**config.mk**
```make
export PLATFORM = sky130hd
export DESIGN_NAME = alu_control_unit_flat
export DESIGN_NICKNAME = d
export VERILOG_FILES = /design/src/rtl/cu_pkg.sv /design/src/rtl/alu_control_unit_if.sv /design/src/rtl/cu_opcode_decode.sv /design/src/rtl/alu_control_unit.sv /design/src/flat_wrapper.sv
export SDC_FILE = /design/constraint.sdc
export NUM_CORES = 1
export LEC_CHECK = 0
export CAP_MARGIN = 30
export CORE_AREA = 2 2 39 41
export CTS_BUF_LIST = sky130_fd_sc_hd__clkbuf_8
export CTS_CLUSTER_DIAMETER = 80
export DETAILED_ROUTE_END_ITERATION = 6
export DIE_AREA = 0 0 41 43
export GPL_TIMING_DRIVEN = 0
export PLACE_DENSITY = 0.71
export SLEW_MARGIN = 20
export SYNTH_ARGS = -nofsm -noshare
export SYNTH_HDL_FRONTEND = slang
export SYNTH_SLANG_ARGS = --single-unit
```
**constraint.sdc**
```tcl
create_clock -name clk -period 3.5 [get_ports clk]
set_input_delay 0.7 -clock clk [delete_from_list [all_inputs] [get_ports clk]]
set_output_delay 0.7 -clock clk [all_outputs]
set_load 0.005 [all_outputs]
```
**src/rtl/cu_pkg.sv**
```systemverilog
// Shared types for the ALU control unit: opcodes, ALU operation codes (shared with the ALU),
// FSM state encoding and the decoded-instruction record.
package cu_pkg;

    localparam int OPC_W    = 4;
    localparam int ALU_OP_W = 3;

    localparam logic [OPC_W-1:0] OPC_NOP  = 4'h0;
    localparam logic [OPC_W-1:0] OPC_LDAC = 4'h1;
    localparam logic [OPC_W-1:0] OPC_STAC = 4'h2;
    localparam logic [OPC_W-1:0] OPC_ADD  = 4'h3;
    localparam logic [OPC_W-1:0] OPC_SUB  = 4'h4;
    localparam logic [OPC_W-1:0] OPC_MUL  = 4'h5;
    localparam logic [OPC_W-1:0] OPC_INC  = 4'h6;
    localparam logic [OPC_W-1:0] OPC_CLAC = 4'h7;
    localparam logic [OPC_W-1:0] OPC_JUMP = 4'h8;
    localparam logic [OPC_W-1:0] OPC_JMPZ = 4'h9;
    localparam logic [OPC_W-1:0] OPC_JPNZ = 4'hA;
    localparam logic [OPC_W-1:0] OPC_HALT = 4'hF;

    typedef enum logic [ALU_OP_W-1:0] {
        ALU_IDLE = 3'b000,
        ALU_PASS = 3'b001,
        ALU_ADD  = 3'b010,
        ALU_SUB  = 3'b011,
        ALU_MUL  = 3'b100,
        ALU_INC  = 3'b101,
        ALU_ZERO = 3'b110
    } alu_op_e;

    typedef enum logic [2:0] {
        ST_START   = 3'd0,
        ST_FETCH   = 3'd1,
        ST_DECODE  = 3'd2,
        ST_OPERAND = 3'd3,
        ST_EXEC    = 3'd4,
        ST_STORE   = 3'd5,
        ST_HALT    = 3'd6
    } state_e;

    typedef struct packed {
        logic    needs_operand;
        logic    is_store;
        logic    is_jump;
        logic    is_halt;
        logic    is_illegal;
        alu_op_e exec_alu_op;
    } decode_t;

endpackage

```
**src/rtl/alu_control_unit_if.sv**
```systemverilog
// Control-unit <-> datapath/memory bundle. master = control unit, slave = datapath side.
interface alu_control_unit_if #(
    parameter int OPC_W    = cu_pkg::OPC_W,
    parameter int ALU_OP_W = cu_pkg::ALU_OP_W
);
    logic [OPC_W-1:0]    opcode;
    logic                zflag;
    logic                mem_ready;
    logic [ALU_OP_W-1:0] alu_op;
    logic                ac_load;
    logic                ir_load;
    logic                dr_load;
    logic                pc_inc;
    logic                pc_load;
    logic                addr_sel;
    logic                mem_read;
    logic                mem_write;
    logic                z_latched;
    logic                halted;
    logic                illegal;

    modport master (
        input  opcode, zflag, mem_ready,
        output alu_op, ac_load, ir_load, dr_load, pc_inc, pc_load, addr_sel,
               mem_read, mem_write, z_latched, halted, illegal
    );

    modport slave (
        output opcode, zflag, mem_ready,
        input  alu_op, ac_load, ir_load, dr_load, pc_inc, pc_load, addr_sel,
               mem_read, mem_write, z_latched, halted, illegal
    );
endinterface

```
**src/rtl/cu_opcode_decode.sv**
```systemverilog
// Purely combinational opcode classifier; zero latency, no handshake.
module cu_opcode_decode
    import cu_pkg::*;
(
    input  logic [OPC_W-1:0] opcode,
    output decode_t          dec
);

    always_comb begin
        dec             = '0;
        dec.exec_alu_op = ALU_IDLE;
        case (opcode)
            OPC_NOP:  ;
            OPC_LDAC: begin dec.needs_operand = 1'b1; dec.exec_alu_op = ALU_PASS; end
            OPC_STAC: dec.is_store = 1'b1;
            OPC_ADD:  begin dec.needs_operand = 1'b1; dec.exec_alu_op = ALU_ADD;  end
            OPC_SUB:  begin dec.needs_operand = 1'b1; dec.exec_alu_op = ALU_SUB;  end
            OPC_MUL:  begin dec.needs_operand = 1'b1; dec.exec_alu_op = ALU_MUL;  end
            OPC_INC:  dec.exec_alu_op = ALU_INC;
            OPC_CLAC: dec.exec_alu_op = ALU_ZERO;
            OPC_JUMP, OPC_JMPZ, OPC_JPNZ: dec.is_jump = 1'b1;
            OPC_HALT: dec.is_halt = 1'b1;
            default:  dec.is_illegal = 1'b1;
        endcase
    end

endmodule

```
**src/rtl/alu_control_unit.sv**
```systemverilog
// Multi-cycle fetch/decode/operand/exec/store sequencer for the 12-bit ALU; memory phases stall on mem_ready.
// Define CU_ILLEGAL_TRAP_EN to trap illegal opcodes into HALT with a sticky illegal flag (else they act as NOP).
module alu_control_unit
    import cu_pkg::*;
(
    input  logic               clk,
    input  logic               reset,
    alu_control_unit_if.master bus
);

    state_e  state;
    state_e  state_nxt;
    decode_t dec;
    logic    z_q;

    alu_op_e alu_op_c;
    logic    ac_load_c, ir_load_c, dr_load_c, pc_inc_c, pc_load_c;
    logic    addr_sel_c, mem_read_c, mem_write_c, halted_c;

    cu_opcode_decode u_decode (
        .opcode (bus.opcode),
        .dec    (dec)
    );

`ifdef CU_ILLEGAL_TRAP_EN
    logic ill_q;
    logic ill_set;
`endif

    always_ff @(posedge clk) begin
        if (reset) begin
            state <= ST_START;
            z_q   <= 1'b0;
        end else begin
            state <= state_nxt;
            // Only SUB produces a zero flag worth keeping for JMPZ/JPNZ.
            if (state == ST_EXEC && dec.exec_alu_op == ALU_SUB) begin
                z_q <= bus.zflag;
            end
        end
    end

`ifdef CU_ILLEGAL_TRAP_EN
    always_ff @(posedge clk) begin
        if (reset) begin
            ill_q <= 1'b0;
        end else if (ill_set) begin
            ill_q <= 1'b1;
        end
    end
`endif

    always_comb begin
        state_nxt   = state;
        alu_op_c    = ALU_IDLE;
        ac_load_c   = 1'b0;
        ir_load_c   = 1'b0;
        dr_load_c   = 1'b0;
        pc_inc_c    = 1'b0;
        pc_load_c   = 1'b0;
        addr_sel_c  = 1'b0;
        mem_read_c  = 1'b0;
        mem_write_c = 1'b0;
        halted_c    = 1'b0;
`ifdef CU_ILLEGAL_TRAP_EN
        ill_set     = 1'b0;
`endif
        case (state)
            ST_START: state_nxt = ST_FETCH;
            ST_FETCH: begin
                mem_read_c = 1'b1;
                if (bus.mem_ready) begin
                    ir_load_c = 1'b1;
                    pc_inc_c  = 1'b1;
                    state_nxt = ST_DECODE;
                end
            end
            ST_DECODE: begin
                if (dec.is_halt) begin
                    state_nxt = ST_HALT;
                end else if (dec.is_illegal) begin
`ifdef CU_ILLEGAL_TRAP_EN
                    ill_set   = 1'b1;
                    state_nxt = ST_HALT;
`else
                    state_nxt = ST_FETCH;
`endif
                end else if (dec.needs_operand) begin
                    state_nxt = ST_OPERAND;
                end else if (dec.is_store) begin
                    state_nxt = ST_STORE;
                end else if (dec.is_jump) begin
                    case (bus.opcode)
                        OPC_JMPZ: pc_load_c = z_q;
                        OPC_JPNZ: pc_load_c = ~z_q;
                        default:  pc_load_c = 1'b1;
                    endcase
                    state_nxt = ST_FETCH;
                end else if (dec.exec_alu_op != ALU_IDLE) begin
                    state_nxt = ST_EXEC;
                end else begin
                    state_nxt = ST_FETCH;
                end
            end
            ST_OPERAND: begin
                mem_read_c = 1'b1;
                addr_sel_c = 1'b1;
                if (bus.mem_ready) begin
                    dr_load_c = 1'b1;
                    state_nxt = ST_EXEC;
                end
            end
            ST_EXEC: begin
                ac_load_c = 1'b1;
                alu_op_c  = dec.exec_alu_op;
                state_nxt = ST_FETCH;
            end
            ST_STORE: begin
                mem_write_c = 1'b1;
                addr_sel_c  = 1'b1;
                if (bus.mem_ready) begin
                    state_nxt = ST_FETCH;
                end
            end
            ST_HALT:  halted_c  = 1'b1;
            default:  state_nxt = ST_START;
        endcase
    end

    assign bus.alu_op    = alu_op_c;
    assign bus.ac_load   = ac_load_c;
    assign bus.ir_load   = ir_load_c;
    assign bus.dr_load   = dr_load_c;
    assign bus.pc_inc    = pc_inc_c;
    assign bus.pc_load   = pc_load_c;
    assign bus.addr_sel  = addr_sel_c;
    assign bus.mem_read  = mem_read_c;
    assign bus.mem_write = mem_write_c;
    assign bus.z_latched = z_q;
    assign bus.halted    = halted_c;
`ifdef CU_ILLEGAL_TRAP_EN
    assign bus.illegal   = ill_q;
`else
    assign bus.illegal   = 1'b0;
`endif

endmodule
```
**src/flat_wrapper.sv**
```systemverilog
// flat-port wrapper written by rule: the top's interface ports become plain ports
module alu_control_unit_flat import cu_pkg::*;
  (clk, reset, bus_opcode, bus_zflag, bus_mem_ready, bus_alu_op, bus_ac_load, bus_ir_load, bus_dr_load, bus_pc_inc, bus_pc_load, bus_addr_sel, bus_mem_read, bus_mem_write, bus_z_latched, bus_halted, bus_illegal);
  alu_control_unit_if bus_i ();
  input  logic clk;
  input  logic reset;
  input wire logic [$bits(bus_i.opcode)-1:0] bus_opcode;
  input wire logic [$bits(bus_i.zflag)-1:0] bus_zflag;
  input wire logic [$bits(bus_i.mem_ready)-1:0] bus_mem_ready;
  output wire logic [$bits(bus_i.alu_op)-1:0] bus_alu_op;
  output wire logic [$bits(bus_i.ac_load)-1:0] bus_ac_load;
  output wire logic [$bits(bus_i.ir_load)-1:0] bus_ir_load;
  output wire logic [$bits(bus_i.dr_load)-1:0] bus_dr_load;
  output wire logic [$bits(bus_i.pc_inc)-1:0] bus_pc_inc;
  output wire logic [$bits(bus_i.pc_load)-1:0] bus_pc_load;
  output wire logic [$bits(bus_i.addr_sel)-1:0] bus_addr_sel;
  output wire logic [$bits(bus_i.mem_read)-1:0] bus_mem_read;
  output wire logic [$bits(bus_i.mem_write)-1:0] bus_mem_write;
  output wire logic [$bits(bus_i.z_latched)-1:0] bus_z_latched;
  output wire logic [$bits(bus_i.halted)-1:0] bus_halted;
  output wire logic [$bits(bus_i.illegal)-1:0] bus_illegal;
  assign bus_i.opcode = bus_opcode;
  assign bus_i.zflag = bus_zflag;
  assign bus_i.mem_ready = bus_mem_ready;
  assign bus_alu_op = bus_i.alu_op;
  assign bus_ac_load = bus_i.ac_load;
  assign bus_ir_load = bus_i.ir_load;
  assign bus_dr_load = bus_i.dr_load;
  assign bus_pc_inc = bus_i.pc_inc;
  assign bus_pc_load = bus_i.pc_load;
  assign bus_addr_sel = bus_i.addr_sel;
  assign bus_mem_read = bus_i.mem_read;
  assign bus_mem_write = bus_i.mem_write;
  assign bus_z_latched = bus_i.z_latched;
  assign bus_halted = bus_i.halted;
  assign bus_illegal = bus_i.illegal;
  alu_control_unit u_core (.clk(clk), .reset(reset), .bus(bus_i));
endmodule
```
# --- After elaboration in Yosys (flattened, before gate mapping) ---
# Cells that the tools add are included.
classes:
  add_sub_neg: 0
  mul: 0
  div_mod_pow: 0
  n_lt_le_gt_ge: 0
  eq_ne: 21
  shifts: 0
  mux: 31
  bitwise: 2
  n_reduce_logical: 11
ops:
  columns: ["op", "n"]
  rows:
  - ["3-bit case mux with 6 select lines", 2]
  - ["3-bit 2-to-1 mux", 10]
  - ["1-bit 2-to-1 mux", 18]
  - ["4-bit by 3-bit equality test with 1-bit output, second input constant", 4]
  - ["4-bit equality test, second input constant", 4]
  - ["12-bit OR reduction", 1]
  - ["3-bit by 2-bit equality test with 1-bit output, second input constant", 3]
  - ["3-bit equality test, second input constant", 3]
  - ["4-bit by 2-bit equality test with 1-bit output, second input constant", 2]
  - ["2-bit != test, second input constant", 3]
  - ["2-bit OR reduction", 3]
  - ["4-bit by 1-bit equality test with 1-bit output, second input constant", 1]
  - ["4-bit zero test", 1]
  - ["4-bit AND reduction", 1]
  - ["4-bit OR reduction", 1]
  - ["3-bit by 1-bit equality test with 1-bit output, second input constant", 1]
  - ["3-bit zero test", 1]
  - ["3-bit nonzero test", 1]
  - ["3-bit OR reduction", 1]
  - ["1-bit NOT", 2]
  - ["1-bit case mux with 2 select lines", 1]
  - ["1-bit logical AND", 1]
word_totals:
  register_bits: 4
  latchBits: 0
  ram_bits: 0
  romBits: 0
  out_inout_bits: 14
  mem_count: 0

# --- Depth between registers and ports, before layout ---
depth:
  word_depth: 10
  mapped_depth: 4
  ltp_nobuf: 3

# --- Cells and area by module ---
# Synthesis repeated with hierarchy kept, for this count alone.
hier_totals:
  hier_cells: 68
  hier_area_um2: 531.8
by_module_without_submodules:
  columns: ["module", "n_inst", "cells_each", "area_each_um2", "seq_area_each_um2"]
  rows:
  - ["alu_control_unit", 1, 52, 432.9, 80.1]
  - ["cu_opcode_decode", 1, 16, 98.8, 0.0]

# --- Worst setup path before layout ---
# No wires, ideal clock.
synth_timing:
  path_kind: "input to output"
  startpoint: "in bus_opcode[1]"
  endpoint: "out bus_alu_op[1]"
  t_arrival_ns: 1.416
  required_time_ns: 2.800
  slack_ns: 1.384
  path_stages: 3
  n_path_buf: 1
  path_cell_list: "clkbuf_1 > or3b_1 > a21oi_1"
synth_between:
  elab_chain_len: 3
synth_rtl:
  columns: ["element", "line_no", "text"]
  rows:
  - ["start, declared", "flat_wrapper.sv:7", "input wire logic [$bits(bus_i.opcode)-1:0] bus_opcode;"]
  - ["4-bit by 3-bit equality test with 1-bit output, or another cell as far along", "cu_opcode_decode.sv:12", "case (opcode)"]
  - ["3-bit case mux with 6 select lines (*)", "cu_opcode_decode.sv:12", null]
  - ["3-bit 2-to-1 mux (*)", "alu_control_unit.sv:68", "case (state)"]
  - ["end, declared", "flat_wrapper.sv:10", "output wire logic [$bits(bus_i.alu_op)-1:0] bus_alu_op;"]
# Every way passes the cells marked *; elsewhere a longest branch is shown, timed or not.

# --- Worst setup path in the final report ---
layout_timing:
  startpoint: "in bus_opcode[3]"
  endpoint: "out bus_alu_op[1]"
# The elaborated chain is that of the path after synthesis.

==> flow_summary.yaml <==
cells_and_area:
  syn2layout_area_growth_pct: 61.7
  drive_gt1_frac: 0.105
  design_area_um2: 659
  diodes: 0
  final-instance-count-excl-fill: 92
  final_nets: 86
worst_setup_path:
  rr_worst_depth: 3
  cp-start-kind: "input pin"
  cpMostUsedCell: "clkdlybuf4s50_1"
  crit_start: "bus_opcode[3]"
  crit_slowest_cell: "or4b_4"
  critPathTopFamily: "buffers and inverters"
  crit_fanout: 6
  end_kind: "output pin"
  crit_end: "bus_alu_op[1]"
  worst-setup-path-type: "input pin to output pin"
  slowest_delay_ps: 550
  r2r_end: "u_core.bus.z_latched$_SDFFE_PP0P_"
  crit_required_ps: 2800
  worstPathCellList: "clkdlybuf4s50_1 -> or4b_4 -> a21oi_1 -> clkdlybuf4s50_1"
  rrSetupSlack_ps: 2180
  cp_data_arrival_time_ps: 2400
  cp.depth: 4
  r2r_start: "u_core.state[0]$_SDFFE_PP0P_"
  path_buf_inv: 2
clock_network:
  cts_tree: "yes"
  cts.path.max_buffers: 2
  htree_levels: 1
  cts_buffers: 3
  cts_setup_buffers: 0
  cts_resized: 0
  clock_latency_ps: 220
  cts_sinks: 4
  ctsHoldBuffers: 0
  clkTransAtPathRegs_ps: 30
  cts-root-buf: "clkbuf_8"
logic_synthesis:
  synth_most_common_cell: "nor2_1"
  synth_cell_types: 30
  synth_simple_gate_area_frac: 0.426
  avgSynthCellArea_um2: 7.55
  synth_top_area_frac: 0.196
  synth_common_cells: "nor2_1, dfxtp_1, o21ai_0"
  synthTopCellsByArea: "dfxtp_1, nor2_1, o21ai_0"
  yosysWarnings: 0
  synth.area.mux_share: 0.0245
  synthFlopType: "dfxtp_1"
  synth_compound_area_frac: 0.239
  synth_top_family_by_area: "simple AND/OR/NAND/NOR gates"
  syn-cell-area_um2: 408
  synthAdderAreaFrac: 0
  ys_ff_latch: 4
  synth_edf_count: 0
  synth_xor_area_frac: 0.0215
  ys_async_sr_fraction: 0
  syn_nets: 62
  postSynthCellCount: 54
  yosys.area.top_type: "dfxtp_1"
  yosysSeqAreaShare: 0.196
power:
  irDropWorstVdd_v: 0.000155
  power_density_nw_per_um2: 282
  p_leak_nw: 0.252
floorplanning:
  io_pins: 22
  initial_core_util: 0.295
  die_w_um: 41
  dieArea_um2: 1760
  dieHeight_um: 43
  num_rows: 14
  core_um2: 1380
global_route:
  grt.overflow.total: 0
  grt_use_total: 0.127
  grt_pass1_wl_mm: 1.47
  grt_max_degree: 11
  grt_use_met3: 0.0471
  grt_pass1_vias: 360
  top_usage_layer: "met2"
  met2_usage: 0.166
  antenna_found_initial: 0
  use_met1: 0.160
routing:
  postRouteAntennaNets: 0
  wl_um: 998
  drtIter0Drc: 7
  firstDrtPassIters: 4
  routed_via_density: 4.87
  post_drt_wl_per_cell_um: 10.8
  remaining_drc_errors: 0
  via_count: 448
hold_path:
  hp-class: "flop to flop"
timing:
  final.min_clock_period_ps: 3100
  fin_skew_ps: 1.92
  hold_ws_ps: 590
  maxSlewViolCount: 0
  fin_setup_tns_ps: 0
  finalHoldViolCount: 0
  rsz0062_at_grt: "no"
  fmax_ghz: 0.322
  period_share: 0.886
  setup_viol: 0
placed_design:
  dp.final_hpwl_um: 714
  placed_cell_area_um2: 618
  gp_congestion: 0.751
  placedCellCount: 89
  io_buffers: 19
outcome:
  status: "completed"
job:
  maxCapViolations: 0
## registers in the layout, indices dropped and copies added (netlist names)
register / flops
u_core.state: 3
u_core.bus.z_latched: 1
## layout by cell type (no fill, tap or decap), types with 2 or more instances in the layout
cell	Yosys	routed
and2b_1	2	2
clkdlybuf4s50_1	0	19
a211oi_1	2	2
inv_1	2	2
clkbuf_1	3	3
nor2b_1	2	2
dfxtp_1	4	4
o21ai_0	4	4
a21oi_1	3	3
nor2_1	6	6
nand2b_1	3	3
and2_1	2	2
nor3b_1	2	2
clkbuf_8	0	3
buf_4	2	2
## kinds of logic (layout without fill, tap and decap cells)
group / count (synthesis) / in the layout
compound gates: 14 / 14
other cells: 1 / 1
mux: 1 / 1
flops: 4 / 4
simple gates: 26 / 26
xor+xnor: 1 / 1
buf+inv: 7 / 29
## worst min-delay path by stage
stage | startpoint | slack [ps] | cells past startpoint | to
6_report | u_core.state[1]$_SDFFE_PP0P_ | 590 | 2 | u_core.bus.z_latched$_SDFFE_PP0P_
5_1_grt | u_core.state[1]$_SDFFE_PP0P_ | 610 | 2 | u_core.bus.z_latched$_SDFFE_PP0P_
4_1_cts | u_core.state[1]$_SDFFE_PP0P_ | 590 | 2 | u_core.bus.z_latched$_SDFFE_PP0P_
3_5_place_dp | u_core.state[1]$_SDFFE_PP0P_ | 580 | 2 | u_core.bus.z_latched$_SDFFE_PP0P_
3_3_place_gp | u_core.state[1]$_SDFFE_PP0P_ | 570 | 2 | u_core.bus.z_latched$_SDFFE_PP0P_
2_1_floorplan | u_core.state[1]$_SDFFE_PP0P_ | 560 | 2 | u_core.bus.z_latched$_SDFFE_PP0P_
## where the power goes
| group | switching (mW) | internal [mW] | leakage [nW] |
|---|---|---|---|
| Combinational | 0.0166 | 0.0216 | 0.198 |
| Clock | 0.0246 | 0.0734 | 0.0216 |
| Sequential | 0.00215 | 0.0476 | 0.0327 |
## final cells by class
| class | instances | area [um^2] |
|---|---|---|
| sequential | 4 | 80.1 |
| multi-input combinational | 43 | 294 |
| inverter | 2 | 7.51 |
| clock buffer | 3 | 41.3 |
| buffer | 5 | 26.3 |
| tap | 16 | 20.0 |
| timing repair buffer | 19 | 190 |
| fill | 143 | 724 |
## layer usage
metal,vias up,share of wire
met1,193,0.49
met2,17,0.42
met3,2,0.073
met5,-,0
met4,0,0.010
li1,236,-
## worst register-to-register path: cells and delay by family (launching register included)
family | cells | cell delay, ps
compound gates | 2 | 270
simple gates | 1 | 570
flops | 1 | 370
## metrics by stage
step | total power, mW | setup slack (ps) | utilization
floorplan | 0.0687 | 1380 | -
global placement | 0.0880 | 403 | 0.447
detailed placement | 0.0880 | 391 | 0.447
CTS | 0.188 | 393 | 0.476
global route | 0.195 | 324 | 0.476
finish | 0.186 | 398 | 0.476
No activity file was read; power rests on OpenSTA's default activity.
